File: config.mk
export PLATFORM = sky130hd
export DESIGN_NAME = am_modem_core
export DESIGN_NICKNAME = d
export VERILOG_FILES = /design/src/rtl/am_pkg.sv /design/src/rtl/am_sine_lut.sv /design/src/rtl/am_modem_core.sv
export SDC_FILE = /design/constraint.sdc
export NUM_CORES = 2
export LEC_CHECK = 0
export ABC_CLOCK_PERIOD_IN_PS = 20300
export CORE_AREA = 5 5 414 416
export CTS_CLUSTER_DIAMETER = 120
export DETAILED_ROUTE_END_ITERATION = 12
export DIE_AREA = 0 0 419 421
export GPL_TIMING_DRIVEN = 1
export PLACE_DENSITY = 0.41
export SKIP_LAST_GASP = 1
export SLEW_MARGIN = 20
export SYNTH_ARGS = -nofsm -noshare
export SYNTH_HDL_FRONTEND = slang
export SYNTH_HIERARCHICAL = 1
export SYNTH_SLANG_ARGS = --single-unit
File: constraint.sdc
create_clock -name clk_in -period 20.3 [get_ports clk_in]
set_clock_uncertainty 0.1 [all_clocks]
set_input_delay 2.03 -clock clk_in [delete_from_list [all_inputs] [get_ports clk_in]]
set_output_delay 2.03 -clock clk_in [all_outputs]
set_load 0.01 [all_outputs]
File: src/rtl/am_pkg.sv
// Shared definitions for the AM modem core: mode encodings, default widths,
// and the quarter-wave sine magnitude table (amplitude 127, 64 entries).
package am_pkg;

  localparam int unsigned AM_DW_DEF = 8;
  localparam int unsigned AM_PW_DEF = 16;
  localparam int unsigned AM_LW_DEF = 4;
  localparam int unsigned AM_LUT_IW = 8;

  typedef enum logic [1:0] {
    AM_DSB_LC     = 2'b00,
    AM_DSB_SC     = 2'b01,
    AM_BYPASS     = 2'b10,
    AM_DSB_LC_ALT = 2'b11
  } am_mode_e;

  // round(127*sin(2*pi*k/256)) for k = 0..63
  localparam logic [6:0] SINE_Q127 [64] = '{
    7'd0,   7'd3,   7'd6,   7'd9,   7'd12,  7'd16,  7'd19,  7'd22,
    7'd25,  7'd28,  7'd31,  7'd34,  7'd37,  7'd40,  7'd43,  7'd46,
    7'd49,  7'd51,  7'd54,  7'd57,  7'd60,  7'd63,  7'd65,  7'd68,
    7'd71,  7'd73,  7'd76,  7'd78,  7'd81,  7'd83,  7'd85,  7'd88,
    7'd90,  7'd92,  7'd94,  7'd96,  7'd98,  7'd100, 7'd102, 7'd104,
    7'd106, 7'd107, 7'd109, 7'd111, 7'd112, 7'd113, 7'd115, 7'd116,
    7'd117, 7'd118, 7'd120, 7'd121, 7'd122, 7'd122, 7'd123, 7'd124,
    7'd125, 7'd125, 7'd126, 7'd126, 7'd126, 7'd127, 7'd127, 7'd127
  };

endpackage

File: src/rtl/am_sine_lut.sv
// Registered quarter-wave sine LUT.
// Ports: clk_in/rst (sync, active-high), idx (8-bit phase index),
//        carrier (signed DW-bit sample, one cycle after idx).
module am_sine_lut
  import am_pkg::*;
#(
  parameter int unsigned DW = AM_DW_DEF
) (
  input  logic                    clk_in,
  input  logic                    rst,
  input  logic [AM_LUT_IW-1:0]    idx,
  output logic signed [DW-1:0]    carrier
);

  localparam int unsigned AMP = (32'd1 << (DW - 1)) - 32'd1;

  logic                   mirror;
  logic                   neg;
  logic [5:0]             j;
  logic [5:0]             addr;
  logic [31:0]            mag;
  logic signed [DW-1:0]   carrier_c;

  // Fold the index into the first quadrant; the 90-degree peak is not stored.
  // The stored table is exact for amplitude 127 and rescaled for other widths.
  always_comb begin
    mirror    = idx[6];
    neg       = idx[7];
    j         = idx[5:0];
    addr      = mirror ? 6'(7'd64 - 7'(j)) : j;
    mag       = (32'(SINE_Q127[addr]) * 32'(AMP) + 32'd63) / 32'd127;
    if (mirror && (j == 6'd0)) begin
      mag = 32'(AMP);
    end
    carrier_c = neg ? DW'(-mag) : DW'(mag);
  end

  always_ff @(posedge clk_in) begin
    if (rst) begin
      carrier <= '0;
    end else begin
      carrier <= carrier_c;
    end
  end

endmodule

File: src/rtl/am_modem_core.sv
// AM modulator with coherent product demodulator and moving-average filter.
// Ports: clk_in, rst (sync, active-high); cfg_we/fcw/dc_offset/mode config
//        load; msg_valid/msg/msg_ready message input; mod_valid/mod_out
//        modulated output (T+2); demod_valid/demod_out averaged output (T+4).
module am_modem_core
  import am_pkg::*;
#(
  parameter int unsigned DW = AM_DW_DEF,
  parameter int unsigned PW = AM_PW_DEF,
  parameter int unsigned LW = AM_LW_DEF
) (
  input  logic                    clk_in,
  input  logic                    rst,
  input  logic                    cfg_we,
  input  logic [PW-1:0]           fcw,
  input  logic signed [DW-1:0]    dc_offset,
  input  logic [1:0]              mode,
  input  logic                    msg_valid,
  input  logic signed [DW-1:0]    msg,
  output logic                    msg_ready,
  output logic                    mod_valid,
  output logic signed [2*DW:0]    mod_out,
  output logic                    demod_valid,
  output logic signed [3*DW:0]    demod_out
);

  localparam int unsigned EW   = DW + 1;
  localparam int unsigned MW   = 2 * DW + 1;
  localparam int unsigned PRW  = 3 * DW + 1;
  localparam int unsigned SW   = PRW + LW;
  localparam int unsigned N    = 32'd1 << LW;
  localparam logic [LW:0] FULL = (LW + 1)'(N);

  logic                  accept;
  logic [PW-1:0]         fcw_q;
  logic signed [DW-1:0]  dc_q;
  am_mode_e              mode_q;
  logic [PW-1:0]         phase;

  logic signed [EW-1:0]  env_c;
  logic                  v1, v2, byp1, byp2;
  logic signed [EW-1:0]  env1, env2;
  logic [AM_LUT_IW-1:0]  idx1;
  logic signed [DW-1:0]  car2, car3;
  logic signed [MW-1:0]  mod_c;

  logic                  pv;
  logic signed [PRW-1:0] prod;
  logic signed [PRW-1:0] ma_buf [N];
  logic [LW-1:0]         wr_ptr;
  logic signed [SW-1:0]  sum, sum_next;
  logic [LW:0]           fill, fill_next;

  // Configuration wins over a simultaneous message sample.
  assign msg_ready = ~rst & ~cfg_we;
  assign accept    = msg_valid & msg_ready;

  // Configuration registers and phase accumulator.
  always_ff @(posedge clk_in) begin
    if (rst) begin
      fcw_q  <= '0;
      dc_q   <= '0;
      mode_q <= AM_DSB_LC;
      phase  <= '0;
    end else if (cfg_we) begin
      fcw_q  <= fcw;
      dc_q   <= dc_offset;
      mode_q <= am_mode_e'(mode);
      phase  <= '0;
    end else if (accept) begin
      phase  <= phase + fcw_q;
    end
  end

  // Envelope; suppressed-carrier mode drops the offset.
  always_comb begin
    env_c = EW'(dc_q) + EW'(msg);
    if (mode_q == AM_DSB_SC) begin
      env_c = EW'(msg);
    end
  end

  am_sine_lut #(.DW(DW)) u_lut (
    .clk_in  (clk_in),
    .rst     (rst),
    .idx     (idx1),
    .carrier (car2)
  );

  assign mod_c = byp2 ? MW'(car2) : MW'(env2) * MW'(car2);

  // Modulator pipeline: capture (T), LUT read (T+1), multiply (T+2).
  always_ff @(posedge clk_in) begin
    if (rst) begin
      v1        <= 1'b0;
      v2        <= 1'b0;
      mod_valid <= 1'b0;
      byp1      <= 1'b0;
      byp2      <= 1'b0;
      env1      <= '0;
      env2      <= '0;
      idx1      <= '0;
      car3      <= '0;
      mod_out   <= '0;
    end else if (cfg_we) begin
      v1        <= 1'b0;
      v2        <= 1'b0;
      mod_valid <= 1'b0;
    end else begin
      v1 <= accept;
      if (accept) begin
        env1 <= env_c;
        idx1 <= phase[PW-1 -: AM_LUT_IW];
        byp1 <= (mode_q == AM_BYPASS);
      end
      v2        <= v1;
      env2      <= env1;
      byp2      <= byp1;
      mod_valid <= v2;
      if (v2) begin
        mod_out <= mod_c;
        car3    <= car2;
      end
    end
  end

  // Coherent product with the same carrier sample (T+3).
  always_ff @(posedge clk_in) begin
    if (rst) begin
      pv   <= 1'b0;
      prod <= '0;
    end else if (cfg_we) begin
      pv   <= 1'b0;
    end else begin
      pv <= mod_valid;
      if (mod_valid) begin
        prod <= PRW'(mod_out) * PRW'(car3);
      end
    end
  end

  assign sum_next  = sum + SW'(prod) - SW'(ma_buf[wr_ptr]);
  assign fill_next = (fill == FULL) ? FULL : fill + (LW + 1)'(1);

  // Running-sum moving average over the last N products (T+4).
  always_ff @(posedge clk_in) begin
    if (rst || cfg_we) begin
      for (int unsigned i = 0; i < N; i++) begin
        ma_buf[i] <= '0;
      end
      wr_ptr      <= '0;
      sum         <= '0;
      fill        <= '0;
      demod_valid <= 1'b0;
      if (rst) begin
        demod_out <= '0;
      end
    end else begin
      demod_valid <= pv && (fill_next == FULL);
      if (pv) begin
        ma_buf[wr_ptr] <= prod;
        wr_ptr         <= wr_ptr + LW'(1);
        sum            <= sum_next;
        fill           <= fill_next;
        if (fill_next == FULL) begin
          demod_out <= PRW'(sum_next >>> LW);
        end
      end
    end
  end

endmodule

# ---- Yosys cells after proc, flatten, opt, wreduce, memory -nomap -nowiden
# Memory sizes are Yosys's and may differ from the RTL's. A register that Yosys moved wholly into a read port is not among the register bits.
# Cells that the tools add are included.
dict set report word_totals {
  register_bits 196
  ram_bits 400
  rom_bits 448
  inputBits 38
  word_cells 82
  memories 2
}
# name depth word_bits rd rd_clocked_by_memory_dff wr line_no
set mem_list {}
lappend mem_list {{(name not given)} 64 7 1 0 0 am_sine_lut.sv:31} ;# mag = (32'(SINE_Q127[addr]) * 32'(AMP) + 32'd63) / 32'd127;
lappend mem_list {ma_buf 16 25 1 1 16 am_modem_core.sv:49} ;# logic signed [PRW-1:0] ma_buf [N];
dict set report op_classes {
  n_addsub 9
  n_mul 3
  div_mod_pow 1
  order_cmp 1
  n_eq_ne 5
  n_mux 22
  bitwise 5
  n_reduce_logical 12
}
# operator count
set ops {}
lappend ops {{$mux W25} 5}
lappend ops {{$div A32 B7 Y32 const B} 1}
lappend ops {{$add A29 B25 Y29} 1}
lappend ops {{$sub A29 B25 Y29} 1}
lappend ops {{$mul A17 B8 Y25} 1}
lappend ops {{$reduce_or A25 Y1} 1}
lappend ops {{$mul A9 B8 Y17} 1}
lappend ops {{$mux W17} 1}
lappend ops {{$add A16 B16 Y16} 1}
lappend ops {{$mux W8} 2}
lappend ops {{$add A14 B6 Y15 const B} 1}
lappend ops {{$mul A7 B7 Y14 const B} 1}
lappend ops {{$mux W7} 2}
lappend ops {{$mux W4} 3}
lappend ops {{$eq A5 B5 Y1 const B} 2}
lappend ops {{$add A8 B8 Y9} 1}
lappend ops {{$mux W9} 1}
lappend ops {{$neg A8 Y8} 1}
lappend ops {{$ge A7 B7 Y1 const B} 1}
lappend ops {{$not A6 Y7} 1}
lappend ops {{$logic_not A6 Y1} 1}
lappend ops {{$mux W1} 6}
lappend ops {{$mux W6} 1}
lappend ops {{$reduce_and A2 Y1} 3}
lappend ops {{other kinds (14)} 18}

# ---- Logic depth before layout (Yosys ltp)
dict set report depth {
  depth_word 12
  ltp_mapped 64
  depth_no_buf 57
}

# ---- Cells and area by module
# The synthesis kept the hierarchy.
# module n_inst cells_each area_each_um2 seq_area_each_um2
set by_module_without_submodules {}
lappend by_module_without_submodules {am_modem_core 1 3137 35366.4 16105.4}
lappend by_module_without_submodules {am_sine_lut 1 854 6055.8 160.2}

# ---- Worst setup path before layout
# No wires, ideal clock.
dict set report synth_timing {
  kind {register -> register}
  start {register idx1[0]}
  end {register u_lut.carrier[6]}
  setup_ns 0.128
  arrival_ns 13.420
  required_ns 20.072
  slack_ns 6.653
  path_stages_with_launch 57
  path_cell_list {dfxtp_1 > inv_1 > ha_1 > nor3b_1 > or3_1 > and2_1 > clkbuf_1 > nand2b_1 > nand2_1 > o311ai_0 > a31oi_1 > inv_1 > fa_1 > fa_1 > fa_1 > fa_1 > inv_1 > ha_1 > [21 not listed] > mux2_1 > o211a_1 > a21oi_2 > nand2_1 > o21ai_0 > ha_1 > nand2b_1 > mux2i_1 > nand3_1 > a2bb2oi_1 > xnor2_1 > a311oi_1 > ha_1 > nand2_1 > o21ai_0 > nand2_1 > a22oi_1 > nor2_1}
}
dict set report synth_via {
  elab_chain_cells 12
  elab_cells_between_ends 14
  classes_between {3 x add/sub; 1 x mul; 1 x div; 5 x mux; 1 x bitwise; 2 x reduce/logical; 1 x memory}
}
# item line_no
set synth_lines {}
lappend synth_lines {{start: declaration} am_modem_core.sv:43} ;# logic [AM_LUT_IW-1:0] idx1;
lappend synth_lines {{start signal: assignment} am_modem_core.sv:113} ;# idx1 <= phase[PW-1 -: AM_LUT_IW];
lappend synth_lines {{$sub A1 B6 Y6} am_sine_lut.sv:30} ;# addr = mirror ? 6'(7'd64 - 7'(j)) : j;
lappend synth_lines {{$mux W6} am_sine_lut.sv:30}
lappend synth_lines {{$not A6 Y7 (implied by the code)} am_sine_lut.sv:31}
lappend synth_lines {{$mem_v2 Z64 W7} -}
lappend synth_lines {{$mux W7 (implied by the code) (2 in a row)} am_sine_lut.sv:31}
lappend synth_lines {{$mul A7 B7 Y14} am_sine_lut.sv:31}
lappend synth_lines {{$add A14 B6 Y15} am_sine_lut.sv:31}
lappend synth_lines {{$div A32 B7 Y32} am_sine_lut.sv:31}
lappend synth_lines {{$mux W8 (*)} am_sine_lut.sv:32} ;# if (mirror && (j == 6'd0)) begin
lappend synth_lines {{$neg A8 Y8} am_sine_lut.sv:35} ;# carrier_c = neg ? DW'(-mag) : DW'(mag);
lappend synth_lines {{$mux W8 (*)} am_sine_lut.sv:35}
lappend synth_lines {{end signal: assignment} am_sine_lut.sv:42} ;# carrier <= carrier_c;
lappend synth_lines {{end: declaration} am_sine_lut.sv:12} ;# output logic signed [DW-1:0] carrier
# Every way passes the cells marked *; elsewhere a longest branch is shown, timed or not. The select of a mux whose other input is x is not followed.
# A chain may end at the register's enable or synchronous reset.

# ---- Worst setup path after layout
# Ends and elaborated chain as after synthesis.

==> results.rst <==
.. list-table::
   :header-rows: 1

   * - Metric
     - Value
   * - Routed wire length per instance
     - 21.2 um
   * - Area of the die
     - 176000 sq um
   * - Final design area excluding fillers
     - 46900 sq um
   * - Post-place setup slack
     - 4.29 ns
   * - Leading cell type in the layout, fill and taps excluded
     - sky130_fd_sc_hd__edfxtp_1
   * - Worst setup startpoint
     - idx1[0]
   * - Max-cap viol count
     - 0
   * - Wire length of the first global-routing pass
     - 200 mm
   * - CP startpoint kind
     - flip-flop
   * - Synth cell types
     - 106
   * - Residual antenna-violating net count after detailed routing
     - 0
   * - Startpoint of the lowest-slack register-to-register path
     - idx1[0]
   * - Post-cts gate resize count
     - 0
   * - Clock latency on the worst-skew pair
     - 0.66 ns
   * - Post-route total power
     - 3.15 mW
   * - Post-detailed-route via-to-cell ratio
     - 4.85
   * - DRT iter0 DRCs
     - 2099
   * - Measured slew at the worst slew-check pin
     - 1.13 ns
   * - Unrepaired setup endpoints after global routing
     - no
   * - Number of sinks handled by clock tree synthesis
     - 600
   * - Capturing element type of the critical path
     - flip-flop
   * - Cell area after technology mapping
     - 41400 sq um
   * - Number of cells in the finished layout apart from fillers
     - 6193
   * - Max Fanout on Critical Path
     - 17
   * - Leakage Power
     - 17.8 nW
   * - Post-synthesis adder-cell area fraction
     - 0.164
   * - Proportion of netlist area held by the largest area contributor
     - 0.308
   * - Period utilization
     - 0.795
   * - Post-CTS Repair Setup Buffers
     - 0
   * - Number of design rule violations left after detail routing
     - 0
   * - Final standard cell utilization of the core
     - 0.281
   * - Status
     - finished, final reports clean
   * - Routed via count
     - 30018
   * - Total global routing overflow
     - 0
   * - Ys Warns
     - 6
   * - Share of synthesized cell area in and, or, nand and nor gates
     - 0.165
   * - Overall fraction of global-route tracks in use
     - 0.146
   * - Relative area change from synthesis to final layout
     - 13.2%
   * - Portion of netlist area occupied by mux cells
     - 0.0907
   * - Data arrival time of the worst path
     - 16.56 ns
   * - Count of flip-flops with a built-in enable after synthesis
     - 425
   * - Crit-path slowest cell
     - sky130_fd_sc_hd__xor2_1
   * - Worst stage delay on the critical path
     - 0.73 ns
   * - TritonCTS clock tree
     - built
   * - Height of the die
     - 421 um
   * - Clock root buffer
     - sky130_fd_sc_hd__clkbuf_16
   * - Leading post-synthesis cells by cell area
     - sky130_fd_sc_hd__edfxtp_1, sky130_fd_sc_hd__fa_1, sky130_fd_sc_hd__dfxtp_1
   * - Pwr dens
     - 67.1 nW/um^2
   * - Via count of the first global-routing pass
     - 30800
   * - Width of the die
     - 419 um
   * - Reg clk slew, reported paths
     - 0.06 ns
   * - Half-perimeter wire length after detailed placement
     - 87.0 mm
   * - Dominant combinational cell family by area after synthesis
     - simple AND/OR/NAND/NOR gates
   * - Xor-xnor portion of the synthesized cell area
     - 0.0328
   * - Share of synthesized registers carrying an async set or reset
     - 0
   * - Maximum clock path buffer count
     - 3
   * - Number of filler cells placed in the layout
     - 17462
   * - Critical path class
     - reg -> reg
   * - Storage element area
     - 16300 sq um
   * - Antenna violations before repair
     - 5
   * - H-tree levels
     - 3
   * - Mapped Cells
     - 3991
   * - Total of buffers placed on input and output ports
     - 82
   * - Max-slew violation count
     - 0
   * - Normalized max-slew margin
     - 0.239
   * - Mapped Nets
     - 4440
   * - Hold path start
     - v1
   * - Final hold viol count
     - 0
   * - Fraction of the yosys area taken by sequential cells
     - 0.393
   * - Worst hold margin
     - 0.302 ns
   * - Routed wire length
     - 131 mm
   * - Nets@finish
     - 4381
   * - Kind of path behind the tightest hold check
     - reg -> reg
   * - Number of synthesized register bits
     - 600
   * - Total core area
     - 167000 sq um
   * - Placed instance count
     - 6061
   * - Endpoints failing setup
     - 0
   * - VDD IR max
     - 0.0563 mV
   * - Pre-Repair DR Iteration Count
     - 5
   * - Number of top-level design ports
     - 83
   * - Top library cells by usage in the layout, fill and taps aside
     - sky130_fd_sc_hd__edfxtp_1, sky130_fd_sc_hd__inv_1, sky130_fd_sc_hd__nor3_1
   * - Total number of placement rows
     - 150
   * - Crit path setup slack, layout
     - 4.16 ns
   * - Time the worst path needs with I/O delays and setup
     - 16.14 ns
   * - Pin count of the biggest net entering global routing
     - 79
   * - Standard cell area after detailed placement
     - 44600 sq um
   * - Starting density of the core
     - 0.248
   * - Count of hold-fix buffers inserted at cts
     - 0
   * - Post-synthesis cell type with the largest combined area
     - sky130_fd_sc_hd__edfxtp_1
   * - Most frequently used flop master after synthesis
     - sky130_fd_sc_hd__edfxtp_1
   * - Mean instance size in the synthesized netlist
     - 10.4 sq um
   * - Max Clock Freq
     - 61.9 MHz
   * - Fraction of layout instances using a drive strength above 1
     - 0.0955
   * - Gp weighted congestion
     - 0.824
   * - Crit path required time
     - 20.71 ns
   * - Ant diodes
     - 0
   * - Total negative slack for setup checks
     - 0 ns
   * - Multi-input combinational cell area
     - 22800 sq um
   * - Compound-gate portion of the synthesized area
     - 0.0917
   * - Top cell by count, worst path
     - sky130_fd_sc_hd__ha_1
   * - Number of buffers created by CTS
     - 72
synth_stat cells, drive strengths merged (65+ instances only):
master and number:
a21oi 154, and2 154, clkbuf 230, dfxtp 175, edfxtp 425, fa 221, ha 190, inv 396
mux2i 79, mux4 125, nand2 265, nand3 65, nor2 238, nor3 359, nor4 119, o21ai 127
xnor2 100
power by group:
group / switching (mW) / internal [mW] / total [mW] / leakage (nW)
Sequential: 0.0275 / 1.36 / 1.38 / 6.08
Clock: 0.552 / 0.727 / 1.28 / 1.11
Combinational: 0.310 / 0.177 / 0.487 / 10.6
state kept, by name, summed over array words and instances, names as in the netlist, 2 cells and up, named ones only:
signal / flops
car3: 8
ma_buf: 400
env2: 9
fill: 5
demod_out: 25
sum: 29
fcw_q: 16
phase: 16
u_lut/carrier: 8
mode_q: 2
prod: 25
idx1: 8
dc_q: 8
wr_ptr: 4
mod_out: 17
env1: 9
critical path: cells and delay by family, from the launching register on:
kind,cells,cell delay (ns)
mux,2,0.32
xor+xnor,2,1.04
compound gates,21,6.89
simple gates,15,3.45
fa+ha+maj,8,3.02
flops,1,0.56
buf+inv,4,0.58
area by class of cell:
class,instances,share of cell area
clock inverters,42,0.00766
multi-input cells,2706,0.487
repair buffers,130,0.0252
flip-flops and latches,600,0.347
clock buffers,89,0.0409
well taps,2204,0.0588
inverters,422,0.0338
layer usage:
layer | GRT usage | routed length, um
met1 | 0.199 | 59800
met2 | 0.245 | 62800
met3 | 0.0228 | 5700
met4 | 0.0320 | 2860
met5 | 0 | 0
final timing paths:
path                           end  slack [ns]  cells past startpoint
setup / recovery  u_lut/carrier[6]        4.16                     52
hold / removal                  v2        0.30                      1
setup reg to reg  u_lut/carrier[6]        4.16                     52
hold reg to reg                 v2        0.30                      1
kinds of logic (layout without fill, tap and decap cells):
group           Yosys count  in the layout
compound gates          569            569
xor+xnor                151            151
fa+ha+maj               411            411
buf+inv                 685            683
flops                   600            600
mux                     217            217
simple gates           1358           1358
No activity file was read; power rests on OpenSTA's default activity.
